File: src/rtl/spi_mux_pkg.sv
// Shared definitions for the SPI-fed LED mux front-end: FSM encoding,
// command opcodes and the default lane count.
package spi_mux_pkg;

  localparam int unsigned NUM_LANES_DEF = 8;

  typedef enum logic [3:0] {
    IDLE  = 4'h0,
    CMD   = 4'h1,
    EXEC  = 4'h2,
    PASS  = 4'h3,
    DRAIN = 4'h4
  } state_e;

  localparam logic [3:0] OP_NOP     = 4'h0;
  localparam logic [3:0] OP_SET_EN  = 4'h1;
  localparam logic [3:0] OP_STREAM  = 4'h2;
  localparam logic [3:0] OP_CLR_CFG = 4'h3;

endpackage

File: src/rtl/spi_sync_edge.sv
// Multi-flop synchronizer for one asynchronous SPI pin, with single-cycle
// rise/fall pulses derived from the synchronized level.
module spi_sync_edge #(
  parameter int unsigned SYNC_STAGES = 2
) (
  input  logic clk,
  input  logic reset,
  input  logic d_i,
  output logic sync_o,
  output logic rise_o,
  output logic fall_o
);

  if (SYNC_STAGES < 2) begin : g_bad_stages
    $error("SYNC_STAGES must be at least 2");
  end

  logic [SYNC_STAGES-1:0] sync_q;
  logic                   prev_q;

  // Clearing to 0 means a pin already low at reset release never looks like a fall.
  always_ff @(posedge clk) begin
    if (!reset) begin
      sync_q <= '0;
      prev_q <= 1'b0;
    end else begin
      sync_q <= {sync_q[SYNC_STAGES-2:0], d_i};
      prev_q <= sync_q[SYNC_STAGES-1];
    end
  end

  assign sync_o = sync_q[SYNC_STAGES-1];
  assign rise_o = sync_q[SYNC_STAGES-1] & ~prev_q;
  assign fall_o = ~sync_q[SYNC_STAGES-1] & prev_q;

endmodule

File: src/rtl/spi_mux_ctrl.sv
// SPI command front-end for the LED output mux. Define
// SPI_MUX_CTRL_STREAM_TIMEOUT_EN to abort idle pass-through streams.
module spi_mux_ctrl
  import spi_mux_pkg::*;
#(
  parameter int unsigned SYNC_STAGES    = 2,
  parameter int unsigned NUM_LANES      = NUM_LANES_DEF,
  parameter int unsigned TIMEOUT_CYCLES = 50000
) (
  input  logic                         clk,
  input  logic                         reset,
  input  logic                         spi_nCS,
  input  logic                         spi_sck,
  input  logic                         spi_mosi,
  output logic                         spi_miso,
  output logic                         spi_miso_oe,
  output logic [$clog2(NUM_LANES)-1:0] out_sel,
  output logic [3:0]                   out_en,
  output logic                         pass_active,
  output logic                         buffer_oe,
  output logic                         frame_err,
  output logic [2:0]                   status
);

  localparam int unsigned SEL_W = $clog2(NUM_LANES);

  if (TIMEOUT_CYCLES < 2) begin : g_bad_timeout
    $error("TIMEOUT_CYCLES must be at least 2");
  end

  logic ncs_rise, ncs_fall, sck_rise, sck_fall, mosi_s;

  spi_sync_edge #(.SYNC_STAGES(SYNC_STAGES)) u_sync_ncs (
    .clk(clk), .reset(reset), .d_i(spi_nCS),
    .sync_o(), .rise_o(ncs_rise), .fall_o(ncs_fall)
  );
  spi_sync_edge #(.SYNC_STAGES(SYNC_STAGES)) u_sync_sck (
    .clk(clk), .reset(reset), .d_i(spi_sck),
    .sync_o(), .rise_o(sck_rise), .fall_o(sck_fall)
  );
  spi_sync_edge #(.SYNC_STAGES(SYNC_STAGES)) u_sync_mosi (
    .clk(clk), .reset(reset), .d_i(spi_mosi),
    .sync_o(mosi_s), .rise_o(), .fall_o()
  );

  state_e           state_q;
  logic [2:0]       bit_cnt_q;
  logic [7:0]       cmd_q;
  logic [7:0]       stat_q;
  logic             miso_q, miso_oe_q;
  logic [SEL_W-1:0] out_sel_q;
  logic [3:0]       out_en_q;
  logic             pass_q, buf_oe_q, err_q, sticky_q;

  logic [3:0] opc, arg;
  assign opc = cmd_q[7:4];
  assign arg = cmd_q[3:0];

`ifdef SPI_MUX_CTRL_STREAM_TIMEOUT_EN
  localparam int unsigned TMR_W = $clog2(TIMEOUT_CYCLES);
  localparam logic [TMR_W-1:0] TMR_RELOAD = TMR_W'(TIMEOUT_CYCLES - 1);
  logic [TMR_W-1:0] tmr_q;
`endif

  always_ff @(posedge clk) begin
    if (!reset) begin
      state_q   <= IDLE;
      bit_cnt_q <= '0;
      cmd_q     <= '0;
      stat_q    <= '0;
      miso_q    <= 1'b0;
      miso_oe_q <= 1'b0;
      out_sel_q <= '0;
      out_en_q  <= '0;
      pass_q    <= 1'b0;
      buf_oe_q  <= 1'b0;
      err_q     <= 1'b0;
      sticky_q  <= 1'b0;
`ifdef SPI_MUX_CTRL_STREAM_TIMEOUT_EN
      tmr_q     <= '0;
`endif
    end else begin
      buf_oe_q <= 1'b1;
      err_q    <= 1'b0;
      case (state_q)
        IDLE: begin
          if (ncs_fall) begin
            state_q   <= CMD;
            bit_cnt_q <= '0;
            stat_q    <= {out_en_q, 3'(out_sel_q), sticky_q};
            miso_q    <= out_en_q[3];
            miso_oe_q <= 1'b1;
          end
        end
        CMD: begin
          // A deselect always wins over a coincident 8th SCK rise.
          if (ncs_rise) begin
            state_q   <= IDLE;
            err_q     <= 1'b1;
            sticky_q  <= 1'b1;
            miso_q    <= 1'b0;
            miso_oe_q <= 1'b0;
          end else begin
            if (sck_rise) begin
              cmd_q     <= {cmd_q[6:0], mosi_s};
              bit_cnt_q <= bit_cnt_q + 3'd1;
              if (bit_cnt_q == 3'd7) state_q <= EXEC;
            end
            if (sck_fall) begin
              stat_q <= {stat_q[6:0], 1'b0};
              miso_q <= stat_q[6];
            end
          end
        end
        EXEC: begin
          miso_q    <= 1'b0;
          miso_oe_q <= ~ncs_rise;
          state_q   <= ncs_rise ? IDLE : DRAIN;
          case (opc)
            OP_NOP: ;
            OP_SET_EN: out_en_q <= arg;
            OP_STREAM: begin
              if (32'(arg) < NUM_LANES) begin
                out_sel_q <= arg[SEL_W-1:0];
                pass_q    <= ~ncs_rise;
                if (!ncs_rise) state_q <= PASS;
`ifdef SPI_MUX_CTRL_STREAM_TIMEOUT_EN
                tmr_q     <= TMR_RELOAD;
`endif
              end else begin
                err_q    <= 1'b1;
                sticky_q <= 1'b1;
              end
            end
            OP_CLR_CFG: begin
              out_en_q  <= '0;
              out_sel_q <= '0;
              sticky_q  <= 1'b0;
            end
            default: begin
              err_q    <= 1'b1;
              sticky_q <= 1'b1;
            end
          endcase
        end
        PASS: begin
          if (ncs_rise) begin
            pass_q    <= 1'b0;
            miso_oe_q <= 1'b0;
            state_q   <= IDLE;
          end
`ifdef SPI_MUX_CTRL_STREAM_TIMEOUT_EN
          else if (sck_rise) begin
            tmr_q <= TMR_RELOAD;
          end else if (tmr_q == '0) begin
            pass_q   <= 1'b0;
            err_q    <= 1'b1;
            sticky_q <= 1'b1;
            state_q  <= DRAIN;
          end else begin
            tmr_q <= tmr_q - TMR_W'(1);
          end
`endif
        end
        DRAIN: begin
          if (ncs_rise) begin
            miso_oe_q <= 1'b0;
            state_q   <= IDLE;
          end
        end
        default: state_q <= IDLE;
      endcase
    end
  end

  assign spi_miso    = miso_q;
  assign spi_miso_oe = miso_oe_q;
  assign out_sel     = out_sel_q;
  assign out_en      = out_en_q;
  assign pass_active = pass_q;
  assign buffer_oe   = buf_oe_q;
  assign frame_err   = err_q;
  assign status      = {sticky_q, pass_q, ~reset};

endmodule

File: config.mk
export PLATFORM = sky130hd
export DESIGN_NAME = spi_mux_ctrl
export DESIGN_NICKNAME = d
export VERILOG_FILES = /design/src/rtl/spi_mux_pkg.sv /design/src/rtl/spi_sync_edge.sv /design/src/rtl/spi_mux_ctrl.sv
export SDC_FILE = /design/constraint.sdc
export NUM_CORES = 1
export LEC_CHECK = 0
export ABC_CLOCK_PERIOD_IN_PS = 3270
export BUFFER_PORTS_ARGS = -buffer_cell sky130_fd_sc_hd__buf_2
export CELL_PAD_IN_SITES_DETAIL_PLACEMENT = 0
export CELL_PAD_IN_SITES_GLOBAL_PLACEMENT = 1
export CORE_UTILIZATION = 47
export DETAILED_ROUTE_END_ITERATION = 7
export PLACE_DENSITY_LB_ADDON = 0.05
export SLEW_MARGIN = 15
export SYNTH_ARGS = -nofsm -noshare
export SYNTH_HDL_FRONTEND = slang
export SYNTH_SLANG_ARGS = --single-unit
File: constraint.sdc
create_clock -name clk -period 3.27 [get_ports clk]
set_input_delay 0.1635 -clock clk [delete_from_list [all_inputs] [get_ports clk]]
set_output_delay 0.1635 -clock clk [all_outputs]
set_load 0.02 [all_outputs]
==> flow_summary.toml, run 1 <==
[clocking]
cts.path.max_buffers = 2
cts_tree = "built"
post_cts_buffers = 0
clock_latency_ns = 0.30
cts.sinks = 42
cts_hold_buf = 0
clkSlewWorstSetupHoldPaths_ns = 0.07
root_buffer = "clkbuf_8"
cts_buffers = 5
ctsResizeCount = 0
htreeDepth = 2

[place]
postPlaceCellArea_um2 = 1960
post-dp-hpwl_um = 2550
gp_congestion = 0.761
portBuffers = 19

[floorplan]
start_util_pct = 49.8
die_y_um = 65
die_w_um = 65
pin_count = 20
die-area_um2 = 4230
core_area_um2 = 3740
rows = 22

[synthesis]
synth_seq_area_share_pct = 45.1
yosys_most_used_dff = "dfxtp_1"
ys_types = 46
synth_seq_cells = 42
synth-edff-count = 0
synthCells = 197
syn-cell-area_um2 = 1870
synth-async-reset-ratio_pct = 0
syn_avg_cell_area_um2 = 9.47
yosysWarnings = 0
synth_nets = 204

[setup_path]
endpoint_kind = "flop"
critPathMaxStageDelay_ns = 0.61
crit_family = "simple AND/OR/NAND/NOR gates"
cp_cell_sequence = "nor2_2 > nand4_1 > mux2i_1 > nor2_1"
crit_type = "reg2reg"
start_kind = "flop"
slowest_stage = "nand4_1"
path_max_fanout = 12
cp.buffers_inverters = 0
worstPathRequired_ns = 3.42
arrival_ns = 2.13

[detailed_routing]
viasPerCell = 5.43
drt_first_pass_iters = 4
post_drt_wl_per_cell_um = 14.0
ant_nets = 0
drt-total-wl_um = 3630
drt_iter0_drc = 97
drcViolationCount = 0
vias = 1412

[power]
seqPwrFrac_pct = 58.1
p_leak_nw = 0.878
switchingPower_mw = 0.197
power.density_nw_per_um2 = 441
finalPower_mw = 0.903
combPwrFrac_pct = 4.6
switching_share_pct = 21.8
vdd_drop_max_mv = 0.307
p_clk_share_pct = 37.2
internal_power_mw = 0.706

[sta]
report.final.slew_viol_count = 0
hold_ws_ns = 0.0752
finClkSkew_ns = 0.0105
worstMarginPinSlew_ns = 0.734
max_freq_ghz = 0.504
fin_setup_tns_ns = 0
fin_crit_sh_pct = 60.7
period_needed_ns = 1.98
setup_viol_count_final = 0
finalHoldViolCount = 0
max_slew_margin_pct = 51.0
grt_setup_unrepaired = "no"

[status]
status = "finished, final reports clean"

[global_route]
grt_use_total_pct = 19.6
grt.overflow.total = 0
grt_max_degree = 26
grt_pass1_wl_um = 6280
grt_pass1_vias = 1338
grt_antenna_before_repair = 0

[cells_and_area]
area_growth_syn_to_layout_pct = 9.72
finalInstanceArea_um2 = 2050
layout-drive-gt1-share_pct = 19.8
fin_nets = 218
n_antenna_cell = 0

[worst_hold_path]
hp-class = "in2reg"

[flow_run]
max_cap_viol_count = 0
-- sequential cells by signal, indices dropped and copies added, names as in the netlist, 2 cells and up --
| signal | flops |
|---|---|
| bit_cnt_q | 3 |
| cmd_q | 8 |
| out_en | 4 |
| out_sel | 3 |
| stat_q | 7 |
| state_q | 3 |
| u_sync_mosi.sync_q | 2 |
| u_sync_ncs.sync_q | 2 |
| u_sync_sck.sync_q | 2 |
-- worst register-to-register path: cells and delay by family, from the launching register on --
family,cells,cell delay (ns)
mux,1,0.35
simple gates,3,1.04
flops,1,0.46
-- path summary, 6_finish.rpt --
check,from,cells past startpoint,slack [ns],to
setup / recovery,state_q[2]$_SDFFE_PN0P_,4,1.29,cmd_q[3]$_SDFFE_PN0P_
hold / removal,spi_sck,2,0.08,u_sync_sck.sync_q[0]$_SDFF_PN0_
setup reg to reg,state_q[2]$_SDFFE_PN0P_,4,1.29,cmd_q[3]$_SDFFE_PN0P_
hold reg to reg,u_sync_sck.sync_q[0]$_SDFF_PN0_,1,0.44,u_sync_sck.sync_q[1]$_SDFF_PN0_
-- power by group through the flow --
stage | Sequential, mW | Combinational (mW) | Clock (mW)
2_1_floorplan | 0.538 | 0.0303 | 0
6_report | 0.525 | 0.0417 | 0.336
5_1_grt | 0.526 | 0.0463 | 0.371
3_3_place_gp | 0.536 | 0.0414 | 0
3_5_place_dp | 0.537 | 0.0418 | 0
4_1_cts | 0.525 | 0.0420 | 0.349
-- cell families (layout without fill, tap and decap cells) --
logic type	count (synthesis)	in the layout	share of synthesized area, %
muxes	14	14	7.51
adders and majority gates	2	2	1.34
DFF	42	42	45.1
buffers and inverters	19	34	5.10
AOI/OAI and AO/OA	37	37	15.4
and+or+nand+nor	83	83	25.6
-- per-layer routing --
metal	vias to the layer above	GRT usage (%)	wire (µm)	share of wire (%)
met1	659	26.1	1850	51
met3	5	5.63	120	3.3
met5	-	0	0	0
met4	0	7.22	48	1.3
li1	729	-	-	-
met2	19	29.7	1600	44
-- layout make-up --
type | count | area (µm²)
Tap cell | 48 | 60.1
Clock inverter | 1 | 5.00
Fill cell | 369 | 1700
Timing Repair Buffer | 20 | 103
Multi-Input combinational cell | 136 | 930
Clock buffer | 7 | 86.3
Inverter | 6 | 22.5
Sequential cell | 42 | 841
-- synth_stat cells (2+ instances only) --
cell type | number | area, µm²
a221oi_1 | 2 | 17.5
and3_1 | 2 | 12.5
o22ai_1 | 3 | 18.8
nor3b_1 | 2 | 15.0
and2_1 | 8 | 50.1
nand2_1 | 19 | 71.3
clkbuf_1 | 6 | 22.5
a21oi_1 | 9 | 45.0
ha_1 | 2 | 25.0
a22oi_1 | 4 | 30.0
inv_1 | 6 | 22.5
nand2b_1 | 2 | 12.5
nor3_1 | 3 | 15.0
dfxtp_1 | 42 | 841
o221a_1 | 3 | 33.8
mux2i_1 | 14 | 140
nand4_1 | 7 | 43.8
buf_4 | 4 | 30.0
nand3_1 | 4 | 20.0
o221a_2 | 3 | 33.8
o21ai_0 | 4 | 20.0
and2b_4 | 2 | 20.0
a31oi_1 | 2 | 12.5
nor2b_1 | 3 | 18.8
nor2_1 | 20 | 75.1
-- cells in the final DEF (no fill, tap or decap), types with 2 or more instances in the layout --
cell type   n
nor2b_1     3
and2_1      8
nor3_1      3
dfxtp_1    42
clkbuf_8    6
a22oi_1     4
nand4_1     7
a221oi_1    2
o22ai_1     3
o221a_2     3
buf_2      19
nand2b_1    2
ha_1        2
o21ai_0     4
nand3_1     4
a31oi_1     2
and2b_4     2
and3_1      2
nor2_1     20
a21oi_1     9
nand2_1    19
inv_1       6
o221a_1     3
nor3b_1     2
mux2i_1    14
-- metrics by stage --
step	utilization, %	cells	setup WS, ns
after global routing	54.7	260	1.07
after detailed placement	52.2	252	1.27
after CTS	54.7	260	1.27
final	54.7	260	1.29
after global placement	52.2	252	1.36
after floorplan	-	197	1.99
Note: power is estimated with default switching activity, not from simulation.
==> run 2, diff against run 1 <==
- ABC_CLOCK_PERIOD_IN_PS: 3270 -> 1840
- CORE_UTILIZATION: 47 -> 44
- clock period: 3.27 -> 1.84 ns (I/O delays scaled with it)
==> flow_summary.toml, run 2 (same netlist as run 1, synthesis figures left out) <==
[power]
internal_power_mw = 1.25
p_clk_share_pct = 36.2
switchingPower_mw = 0.341
switching_share_pct = 21.5
combPwrFrac_pct = 4.9
p_leak_nw = 0.905
seqPwrFrac_pct = 59.0
power.density_nw_per_um2 = 756
vdd_drop_max_mv = 0.471

[setup_path]
endpoint_kind = "flop"
r2r-start = "state_q[0]$_SDFFE_PN0P_"
crit_family = "flip-flops"
cp-startpoint = "state_q[0]$_SDFFE_PN0P_"
path_max_fanout = 13
critPathMaxStageDelay_ns = 0.62
crit_type = "reg2reg"
r2r_slack_ns = 0.23
slowest_stage = "dfxtp_1"
start_kind = "flop"
arrival_ns = 1.85
cp_cell_sequence = "buf_4 > a31oi_4 > nor3_4 > o221a_1"
worstPathRequired_ns = 2.08
cp.buffers_inverters = 1

[floorplan]
die-area_um2 = 4500
die_w_um = 67.1
pin_count = 20
start_util_pct = 46.3
die_y_um = 67.1
rows = 23
core_area_um2 = 4030

[detailed_routing]
drt_first_pass_iters = 4
drt-total-wl_um = 3790
ant_nets = 0
post_drt_wl_per_cell_um = 14.2
drt_iter0_drc = 84
vias = 1440
viasPerCell = 5.39
drcViolationCount = 0

[sta]
finClkSkew_ns = 0.00559
period_needed_ns = 1.61
finalHoldViolCount = 0
worstMarginPinSlew_ns = 0.772
fin_setup_tns_ns = 0
setup_viol_count_final = 0
max_freq_ghz = 0.619
grt_setup_unrepaired = "no"
fin_crit_sh_pct = 87.8
report.final.slew_viol_count = 0
max_slew_margin_pct = 48.5

[global_route]
grt_pass1_vias = 1275
grt_use_total_pct = 18.4
grt_pass1_wl_um = 6110
grt_use_met2_pct = 27.4
grt_max_degree = 25
grt.overflow.total = 0
grt_antenna_before_repair = 0
grtUsageMet1_pct = 24.9
use_met3_pct = 3.60
gr-max-usage-layer = "met2"

[clocking]
cts.sinks = 42
cts_buffers = 5
cts_tree = "built"
clkSlewWorstSetupHoldPaths_ns = 0.07
cts.path.max_buffers = 2
root_buffer = "clkbuf_8"
htreeDepth = 2
clock_latency_ns = 0.29
ctsResizeCount = 0

[cells_and_area]
largest_reg_flops = 8
top_register = "cmd_q"
n_antenna_cell = 0
finish.utilization_pct = 52.1
fin_nets = 225
nFillCells = 399
mostFrequentLayoutCell = "dfxtp_1"
area_growth_syn_to_layout_pct = 12.5
layout-drive-gt1-share_pct = 21.2
final_cell_mix = "42 x dfxtp_1, 20 x nor2_1, 19 x nand2_1, 19 x buf_2, 14 x mux2i_1"

[place]
portBuffers = 19
gp_congestion = 0.826
post-dp-hpwl_um = 2700

[flow_run]
max_cap_viol_count = 0

[worst_hold_path]
hp-class = "in2reg"
min_from = "spi_sck"

[status]
status = "finished, final reports clean"
## run 2: cell types whose count changed in the layout (fill, tap and decap cells not counted), sizes merged
cell	delta
buf	+5
clkbuf	-1
clkinv	-1
dlygate4sd3	+2
## run 2: final timing paths
kind | end | cells after the start
worst max-delay path | stat_q[1]$_SDFFE_PN0P_ | 4
worst min-delay path | u_sync_sck.sync_q[0]$_SDFF_PN0_ | 2
worst max register to register | stat_q[1]$_SDFFE_PN0P_ | 4
worst min register to register | u_sync_sck.sync_q[1]$_SDFF_PN0_ | 1
## run 2: what timing repair did
item,CTS,global route
setup buffers,0,0
hold buffers,1,1
endpoints found under the setup margin,0,0
hold endpoints to repair,1,1
## run 2: power groups by stage
stage	clock network (mW)	registers, mW	logic, mW
after floorplan	0	0.956	0.0538
after global placement	0	0.956	0.0721
after detailed placement	0	0.956	0.0739
after CTS	0.594	0.935	0.0757
after global routing	0.628	0.937	0.0843
final	0.574	0.936	0.0772
## run 2: cell type report
| cell class | instances | area, µm² | share of cell area, % |
|---|---|---|---|
| inverters | 6 | 22.5 | 1.07 |
| multi-input cells | 136 | 930 | 44.3 |
| repair buffers | 27 | 160 | 7.63 |
| flip-flops and latches | 42 | 841 | 40.1 |
| well taps | 50 | 62.6 | 2.98 |
| clock buffers | 6 | 82.6 | 3.94 |
## run 2: layer usage
metal / vias up / share of wire [%]
li1: 747 / -
met1: 665 / 52
met2: 21 / 43
met3: 7 / 3.3
met4: 0 / 2.1
met5: - / 0
## run 2: per-stage QoR
step	power [mW]	std cells	hold WS (ns)	area, µm²	setup slack [ns]
2_1_floorplan	1.01	197	0.120	1870	0.555
3_3_place_gp	1.03	259	0.297	2000	0.310
3_5_place_dp	1.03	259	0.304	2000	0.247
4_1_cts	1.60	266	0.000252	2090	0.233
5_1_grt	1.65	267	0.0221	2100	0.136
6_report	1.59	267	0.0111	2100	0.225
